[src/rtl/play_sequencer.sv]
// rtl/play_sequencer.sv - song ROM walker driving the tone generator
// Fetches {len, pitch} words, plays each for len * speed-scaled ticks, supports pause/resume.
module play_sequencer #(
  parameter int TICK_CYCLES = 1_000_000,
  parameter int IDX_W       = 6
) (
  input  logic             clk,
  input  logic             reset,
  input  logic             start,
  input  logic [1:0]       song_select,
  input  logic [1:0]       speed_select,
  output logic [IDX_W+1:0] rom_addr,
  input  logic [7:0]       rom_data,
  output logic [4:0]       note_out,
  output logic             note_valid,
  output logic             playing,
  output logic             paused,
  output logic             song_done
);

  localparam int CW = $clog2(2 * TICK_CYCLES);

  // Periods are stored minus one so the slowest speed still fits in CW bits.
  localparam logic [CW-1:0] LAST_NORMAL  = CW'(TICK_CYCLES - 1);
  localparam logic [CW-1:0] LAST_FAST    = CW'(TICK_CYCLES / 2 - 1);
  localparam logic [CW-1:0] LAST_SLOW    = CW'(TICK_CYCLES * 2 - 1);
  localparam logic [CW-1:0] LAST_FASTEST = CW'(TICK_CYCLES / 4 - 1);

  localparam logic [2:0] S_IDLE  = 3'd0;
  localparam logic [2:0] S_FETCH = 3'd1;
  localparam logic [2:0] S_LOAD  = 3'd2;
  localparam logic [2:0] S_PLAY  = 3'd3;
  localparam logic [2:0] S_PAUSE = 3'd4;

  logic [2:0]       state;
  logic [2:0]       state_nx;
  logic             start_d;
  logic             press;
  logic [1:0]       song_latched;
  logic [1:0]       song_nx;
  logic [IDX_W-1:0] note_idx;
  logic [IDX_W-1:0] idx_nx;
  logic [4:0]       pitch_nx;
  logic [2:0]       len_latched;
  logic [CW-1:0]    period_last;
  logic [CW-1:0]    period_sel;
  logic [CW-1:0]    cyc_cnt;
  logic [2:0]       unit_cnt;
  logic             unit_wrap;
  logic             note_complete;
  logic             last_note;
  logic             finish;

  assign press         = start & ~start_d;
  assign unit_wrap     = (cyc_cnt == period_last);
  assign note_complete = unit_wrap && (unit_cnt == len_latched - 3'd1);
  assign last_note     = &note_idx;

  always_comb begin
    case (speed_select)
      2'b00:   period_sel = LAST_NORMAL;
      2'b01:   period_sel = LAST_FAST;
      2'b10:   period_sel = LAST_SLOW;
      default: period_sel = LAST_FASTEST;
    endcase
  end

  always_comb begin
    state_nx = state;
    song_nx  = song_latched;
    idx_nx   = note_idx;
    pitch_nx = note_out;
    finish   = 1'b0;
    case (state)
      S_IDLE: begin
        if (press) begin
          state_nx = S_FETCH;
          song_nx  = song_select;
          idx_nx   = '0;
        end
      end
      S_FETCH: state_nx = S_LOAD;
      S_LOAD: begin
        if (rom_data[7:5] == 3'd0) begin
          state_nx = S_IDLE;
          finish   = 1'b1;
        end else begin
          state_nx = S_PLAY;
          pitch_nx = rom_data[4:0];
        end
      end
      S_PLAY: begin
        // A press on the completing cycle wins; the held counters finish the note on resume.
        if (press) begin
          state_nx = S_PAUSE;
        end else if (note_complete) begin
          if (last_note) begin
            state_nx = S_IDLE;
            finish   = 1'b1;
          end else begin
            state_nx = S_FETCH;
            idx_nx   = note_idx + 1'b1;
          end
        end
      end
      S_PAUSE: begin
        if (press) state_nx = S_PLAY;
      end
      default: state_nx = S_IDLE;
    endcase
  end

  always_ff @(posedge clk) begin
    if (reset) begin
      state        <= S_IDLE;
      start_d      <= 1'b1;
      song_latched <= 2'd0;
      note_idx     <= '0;
      note_out     <= 5'd0;
      len_latched  <= 3'd0;
      period_last  <= '0;
      cyc_cnt      <= '0;
      unit_cnt     <= 3'd0;
      rom_addr     <= '0;
      note_valid   <= 1'b0;
      playing      <= 1'b0;
      paused       <= 1'b0;
      song_done    <= 1'b0;
    end else begin
      state        <= state_nx;
      start_d      <= start;
      song_latched <= song_nx;
      note_idx     <= idx_nx;
      note_out     <= pitch_nx;
      rom_addr     <= {song_nx, idx_nx};
      note_valid   <= (state_nx == S_PLAY) && (pitch_nx != 5'd0);
      playing      <= state_nx inside {S_FETCH, S_LOAD, S_PLAY};
      paused       <= (state_nx == S_PAUSE);
      song_done    <= finish;
      if (state == S_LOAD) begin
        len_latched <= rom_data[7:5];
        period_last <= period_sel;
        cyc_cnt     <= '0;
        unit_cnt    <= 3'd0;
      end else if (state == S_PLAY && !note_complete) begin
        if (unit_wrap) begin
          cyc_cnt  <= '0;
          unit_cnt <= unit_cnt + 3'd1;
        end else begin
          cyc_cnt <= cyc_cnt + 1'b1;
        end
      end
    end
  end

endmodule

[config.mk]
export PLATFORM = sky130hd
export DESIGN_NAME = play_sequencer
export DESIGN_NICKNAME = d
export VERILOG_FILES = /design/src/rtl/play_sequencer.sv
export SDC_FILE = /design/constraint.sdc
export NUM_CORES = 1
export LEC_CHECK = 0
export BUFFER_PORTS_ARGS = -buffer_cell sky130_fd_sc_hd__buf_2
export CORE_MARGIN = 2
export CORE_UTILIZATION = 46
export DETAILED_ROUTE_END_ITERATION = 10
export PLACE_DENSITY = 0.76
export SYNTH_ARGS = -nofsm -noshare
export SYNTH_HDL_FRONTEND = slang
export SYNTH_SLANG_ARGS = --single-unit
[constraint.sdc]
create_clock -name clk -period 2.59 [get_ports clk]
set_input_delay 0.1295 -clock clk [delete_from_list [all_inputs] [get_ports clk]]
set_output_delay 0.1295 -clock clk [all_outputs]
set_load 0.01 [all_outputs]
-- Word-level counts from Yosys, hierarchy flattened
Cells that the tools add are included.
- muxes and demuxes: 23
- eq/ne operators: 12
- $add $sub $neg: 4
- reductions and logical operators: 12
- $mul: 0
- magnitude comparators: 0
- bitwise logic cells: 2
- div/mod/pow operators: 0
- shift-type cells: 0
- operators by type and width (operator ; number):
    $pmux W21 S3 ; 1
    $mux W6 ; 4
    $add A21 B1 Y21 const B ; 1
    $eq A21 B21 Y1 ; 1
    $mux W21 ; 1
    $pmux W3 S5 ; 1
    $eq A3 B2 Y1 const B ; 4
    $mux W3 ; 4
    $pmux W6 S2 ; 1
    $mux W5 ; 2
    $add A6 B1 Y6 const B ; 1
    $eq A3 B1 Y1 const B ; 2
    $eq A3 B3 Y1 const B ; 2
    $logic_not A3 Y1 ; 2
    $mux W2 ; 3
    $reduce_and A6 Y1 ; 1
    $mux W1 ; 5
    $reduce_bool A5 Y1 ; 1
    $add A3 B1 Y3 const B ; 1
    $eq A3 B3 Y1 ; 1
    $logic_and A1 B1 Y1 ; 3
    $reduce_bool A3 Y1 ; 1
    $sub A3 B1 Y3 const B ; 1
    $eq A2 B1 Y1 const B ; 1
    other kinds (8) ; 8
- bits in writable memories: 0
- input bits: 15
- ROM bits: 0
- bits in latches: 0
- flip-flop bits (word level): 77
- memories: 0

-- Depth between registers and ports, before layout
- depth after elaboration: 8
- depth in mapped cells: 10
- depth with buffers taken out: 8

-- Worst setup path before layout
OpenSTA, ideal clock, no wires.
- path kind: register to register
- from: reg cyc_cnt[6]
- to: reg rom_addr[3]
- stages on the path, launching flop included: 9
- clock period less this slack: 2.092 ns
- arrival: 1.976 ns
- data required time: 2.474 ns
- buffers on the path: 2
- path slack: 0.498 ns
- cell sequence: dfxtp_1 > or4_4 > a211oi_2 > nand3_4 > nor2_2 > buf_6 > buf_6 > nand4_1 > and3_1
- longest elaborated chain between the ends: 5
- ends and longest elaborated chain (element ; line ; RTL):
    start, declared ; 47 ; logic [CW-1:0] cyc_cnt;
    start signal, assigned ; 150 ; cyc_cnt <= cyc_cnt + 1'b1;
    $eq A21 B21 Y1 ; 55 ; assign unit_wrap = (cyc_cnt == period_last);
    $logic_and A1 B1 Y1 ; 56 ; assign note_complete = unit_wrap && (unit_cnt == len_latched - 3'd1);
    $mux W6 ; 96 ; end else if (note_complete) begin
    $mux W6 ; 94 ; if (press) begin
    $pmux W6 S2 ; 74 ; case (state)
    end signal, assigned ; 135 ; rom_addr <= {song_nx, idx_nx};
    end, declared ; 12 ; output logic [IDX_W+1:0] rom_addr,
No other way between the ends.
A chain may end at the register's enable or synchronous reset.

-- Worst setup path in the final report
- from: reg cyc_cnt[6]
- to: reg rom_addr[2]
The elaborated chain is that of the path after synthesis.

==> results list <==
* Run status: completed
- Headroom to the max-slew limit: 0.5091
- Counting every net in the synthesized netlist gives 384.
- Once the clock tree was built, the resizer swapped 0 gates to a different size.
- Cell type of the slowest stage on the worst timing path: sky130_fd_sc_hd__or4_4
- The die covers 0.007264 mm^2.
- Clock Path Buffers: 2
* Yosys Warn Count: 0
- The share of total power dissipated in combinational logic is 0.164.
- Number of violations of the max-capacitance limit: 0
- Vias per cell: 5.706
- The first detailed-routing pass ran for 4 iterations.
- Clock latency at the later pin of the worst-skew pair: 340 ps
* Height of the die: 85.23 um
- Sum Neg Setup Slack: 0 ps
* Clk network pwr share: 0.385
- Post-synthesis share of cell area spent on and, or, nand and nor gates: 0.2733
- Worst Setup Start Kind: flop
- Dividing the synthesized area by the synthesized cell count gives 8.455 um^2.
- The initial antenna violation count came to 0.
- Count of flip-flops with a built-in enable after synthesis: 0
- Compound-Gate Fraction of Synth Area: 0.1616
- Unique masters post-synth: 50
* CTS H-Tree Depth: 3
- The portion of synthesized area spent on multiplexers is 0.02638.
- Transition time at the pin with the least slew margin: 729.6 ps
- Setup slack on the critical path of the routed design comes to 285.0 ps.
* Leak pwr: 0.001423 uW
* Required time of the worst setup path: 2820 ps
- The signal on the critical path passes through or4_4 > a211oi_2 > nand3_4 > nor3_1 > nand3_1 > mux2i_1.
* Dpl cells: 462
- Final count of hold timing violations: 0
* Die X: 85.23 um
* Pre-CTS worst setup slack: 290.4 ps
* Dominant delay contributor by cell family on the critical path: simple AND/OR/NAND/NOR gates
- Final setup violation count: 0
- Count of vias placed by the detailed router: 2733
- P per Cell Area: 613.8 mW/mm^2
* Largest net degree at the start of global routing: 34
- Post-detailed-route count of antenna-violating nets: 0
- Share of total power consumed by net switching: 0.2881
- VDD IR max: 529.2 uV
- Final critical-path required period: 2305 ps
- Clock-pin slew on the worst setup and hold paths: 70 ps
* Cell Int Power: 1520 uW
- Post-CTS Repair Setup Buffers: 0
* Synthesized flop and latch total: 58
* XOR/XNOR Fraction of Synth Area: 0.07378
* Peak Freq: 433.8 MHz
- By area, the combinational part of the netlist is dominated by simple AND/OR/NAND/NOR gates.
* Sinks on the clock net: 58
- After detailed routing, the average wire length per cell comes to 13.99 um.
- Summed over all instances, the cell type with the most area after synthesis is sky130_fd_sc_hd__dfxtp_1.
- The floorplan has 29 rows.
* Highest net fanout along the worst path: 16
- Post-layout instance count excluding filler cells: 479
* Synthesis-to-layout area growth: 14.63%
- Of the total synthesized cell area, the portion taken by full adders, half adders and majority gates is 0.04122.
- Placed wire-length estimate: 4879 um
- Total standard cell area after synthesis: 0.003035 mm^2
* Tcrit/Tclk final: 0.8900
* Starting Density: 0.4780
- Routed Wire Length: 6700 um
* Hold_ws: 22.09 ps
* Area of the placeable core: 0.006350 mm^2
- In the final layout, the share of cells above drive strength 1 is 0.1891.
* Count of input and output buffers: 31
* CTS tree: done
* Unrepaired setup endpoints after global routing: false
* Number of nets at the end of the flow: 422
* Worst setup path class: reg2reg
- DRC Markers: 0
* Number of buffers and inverters on the critical path: 0
- Clock skew on the completed layout was measured at 8.292 ps.
- For this run, the register share of the synthesized area comes to 0.3825.
- The max-slew violation count came to 0.
* Arrival @ worst endpoint: 2540 ps
- TritonCTS created 9 clock buffers.
- The number of antenna diodes in the final layout is 0.
* Vias in the first global route: 2555
* Number of standard cells after synthesis: 359
- Sw Pwr: 615.2 uW
- Share of synthesized registers carrying an async set or reset: 0
- Critical Path Sink Type: flop
* Critical path's largest stage delay: 550 ps
- Register cell area after layout: 0.001161 mm^2
* Total congestion overflow: 0
- First-pass GRT wire length: 11610 um
* Number of placed I/O pins: 32
- Fill count: 570
- After the first detailed-routing iteration, the DRC count stood at 212.
- Yosys attributes the largest share of cell area to sky130_fd_sc_hd__dfxtp_1, sky130_fd_sc_hd__xor2_1, sky130_fd_sc_hd__nand2_1, sky130_fd_sc_hd__a21oi_1, sky130_fd_sc_hd__nor2_1.
- GP Congestion: 0.8859
- The root buffer cell chosen for the clock tree is sky130_fd_sc_hd__clkbuf_8.
- Across every metal layer, demand over resource in global routing totals 0.1980.
- Ys flop type: sky130_fd_sc_hd__dfxtp_1
- Area taken by multi-input logic gates: 0.001749 mm^2
- The tightest min-delay check is of the in2reg type.
- Sequential power share: 0.451
- Of the post-synthesis cell area, the dominant cell type holds 0.3825.
[flip-flops by register name, indices dropped and copies added, names as in the netlist]
signal	cells
cyc_cnt	21
len_latched	3
note_out	5
note_valid	1
paused	1
period_last	10
playing	1
rom_addr	8
song_done	1
start_d	1
state	3
unit_cnt	3
[synth_stat cells, types with 2 or more instances]
cell type,instances
sky130_fd_sc_hd__o31ai_1,5
sky130_fd_sc_hd__nor2_2,4
sky130_fd_sc_hd__dfxtp_1,58
sky130_fd_sc_hd__o2111ai_1,2
sky130_fd_sc_hd__nor2b_1,3
sky130_fd_sc_hd__inv_1,10
sky130_fd_sc_hd__o22ai_1,3
sky130_fd_sc_hd__nor2_1,35
sky130_fd_sc_hd__xor2_1,19
sky130_fd_sc_hd__ha_1,10
sky130_fd_sc_hd__o211ai_1,6
sky130_fd_sc_hd__nor3_1,10
sky130_fd_sc_hd__and3_1,7
sky130_fd_sc_hd__a211oi_1,4
sky130_fd_sc_hd__buf_6,4
sky130_fd_sc_hd__and2_1,2
sky130_fd_sc_hd__clkbuf_1,10
sky130_fd_sc_hd__mux2i_1,8
sky130_fd_sc_hd__nand2b_1,3
sky130_fd_sc_hd__or3_1,8
sky130_fd_sc_hd__nor3_2,2
sky130_fd_sc_hd__or2_2,3
sky130_fd_sc_hd__a21oi_1,29
sky130_fd_sc_hd__nand4_1,6
sky130_fd_sc_hd__o21ai_1,2
sky130_fd_sc_hd__nor4_1,4
sky130_fd_sc_hd__o21ai_0,14
sky130_fd_sc_hd__nand3_1,16
sky130_fd_sc_hd__nand3b_1,2
sky130_fd_sc_hd__a31o_2,2
sky130_fd_sc_hd__nand2_1,39
sky130_fd_sc_hd__xnor2_1,4
sky130_fd_sc_hd__or4_1,7
sky130_fd_sc_hd__a21o_1,2
[final timing paths]
path / slack [ps] / cells past startpoint / from / end
setup / recovery: 280 / 6 / cyc_cnt[6] / rom_addr[2]
hold / removal: 20 / 3 / song_select[1] / rom_addr[7]
setup reg to reg: 280 / 6 / cyc_cnt[6] / rom_addr[2]
hold reg to reg: 470 / 2 / len_latched[1] / len_latched[1]
[tightest hold or removal path: cells and delay by family]
family / cells / cell delay (ps)
AND/OR/NAND/NOR: 1 / 70
multiplexers: 1 / 60
buffers and inverters: 1 / 70
[timing repair]
item | in CTS | in global routing
hold buffers | 1 | 0
setup endpoints to repair | 0 | 0
hold endpoints to repair | 1 | 0
[kinds of logic after synthesis]
family,count (synthesis)
AOI/OAI and AO/OA,75
xor gates and xnor gates,24
adders and majority gates,10
buffers and inverters,25
DFF,58
muxes,8
and+or+nand+nor,159
[layout make-up]
class                      count  area share
tap                           77     0.02769
multi-input combinational    276      0.5027
clock inverter                 5     0.01546
clock buffer                  11     0.04063
timing repair buffer          42     0.06904
sequential                    58      0.3337
inverter                      10     0.01079
[per-layer routing]
layer / global-route usage / vias up / wire [um]
met5: 0 / - / 0
li1: - / 1358 / -
met2: 0.3068 / 74 / 3088
met4: 0.09091 / 0 / 143
met3: 0.04961 / 17 / 379
met1: 0.2595 / 1284 / 3089
[per-stage QoR]
| stage | power (uW) | utilization | cell area [um^2] |
|---|---|---|---|
| after global placement | 1324 | 0.5157 | 3274 |
| final | 2136 | 0.5480 | 3480 |
| after detailed placement | 1330 | 0.5157 | 3274 |
| after floorplan | 1252 | - | 3035 |
| after global routing | 2243 | 0.5480 | 3480 |
| after CTS | 2150 | 0.5480 | 3480 |
[layout by cell type, fill, tap and decap left out, drive strengths merged, types with 8 or more instances in the layout]
master / n
or3: 8
inv: 10
nand2: 40
clkbuf: 11
nor2: 39
xor2: 19
nor3: 12
mux2i: 8
or4: 8
dfxtp: 58
ha: 10
nand3: 18
buf: 41
o21ai: 16
a21oi: 29
[power groups by stage]
stage | Sequential, uW | Clock (uW) | Combinational (uW)
2_1_floorplan | 973 | 0 | 279
3_3_place_gp | 981 | 0 | 343
3_5_place_dp | 982 | 0 | 348
4_1_cts | 962 | 834 | 354
5_1_grt | 967 | 883 | 393
6_report | 963 | 822 | 351
Note: power is estimated with default switching activity, not from simulation.
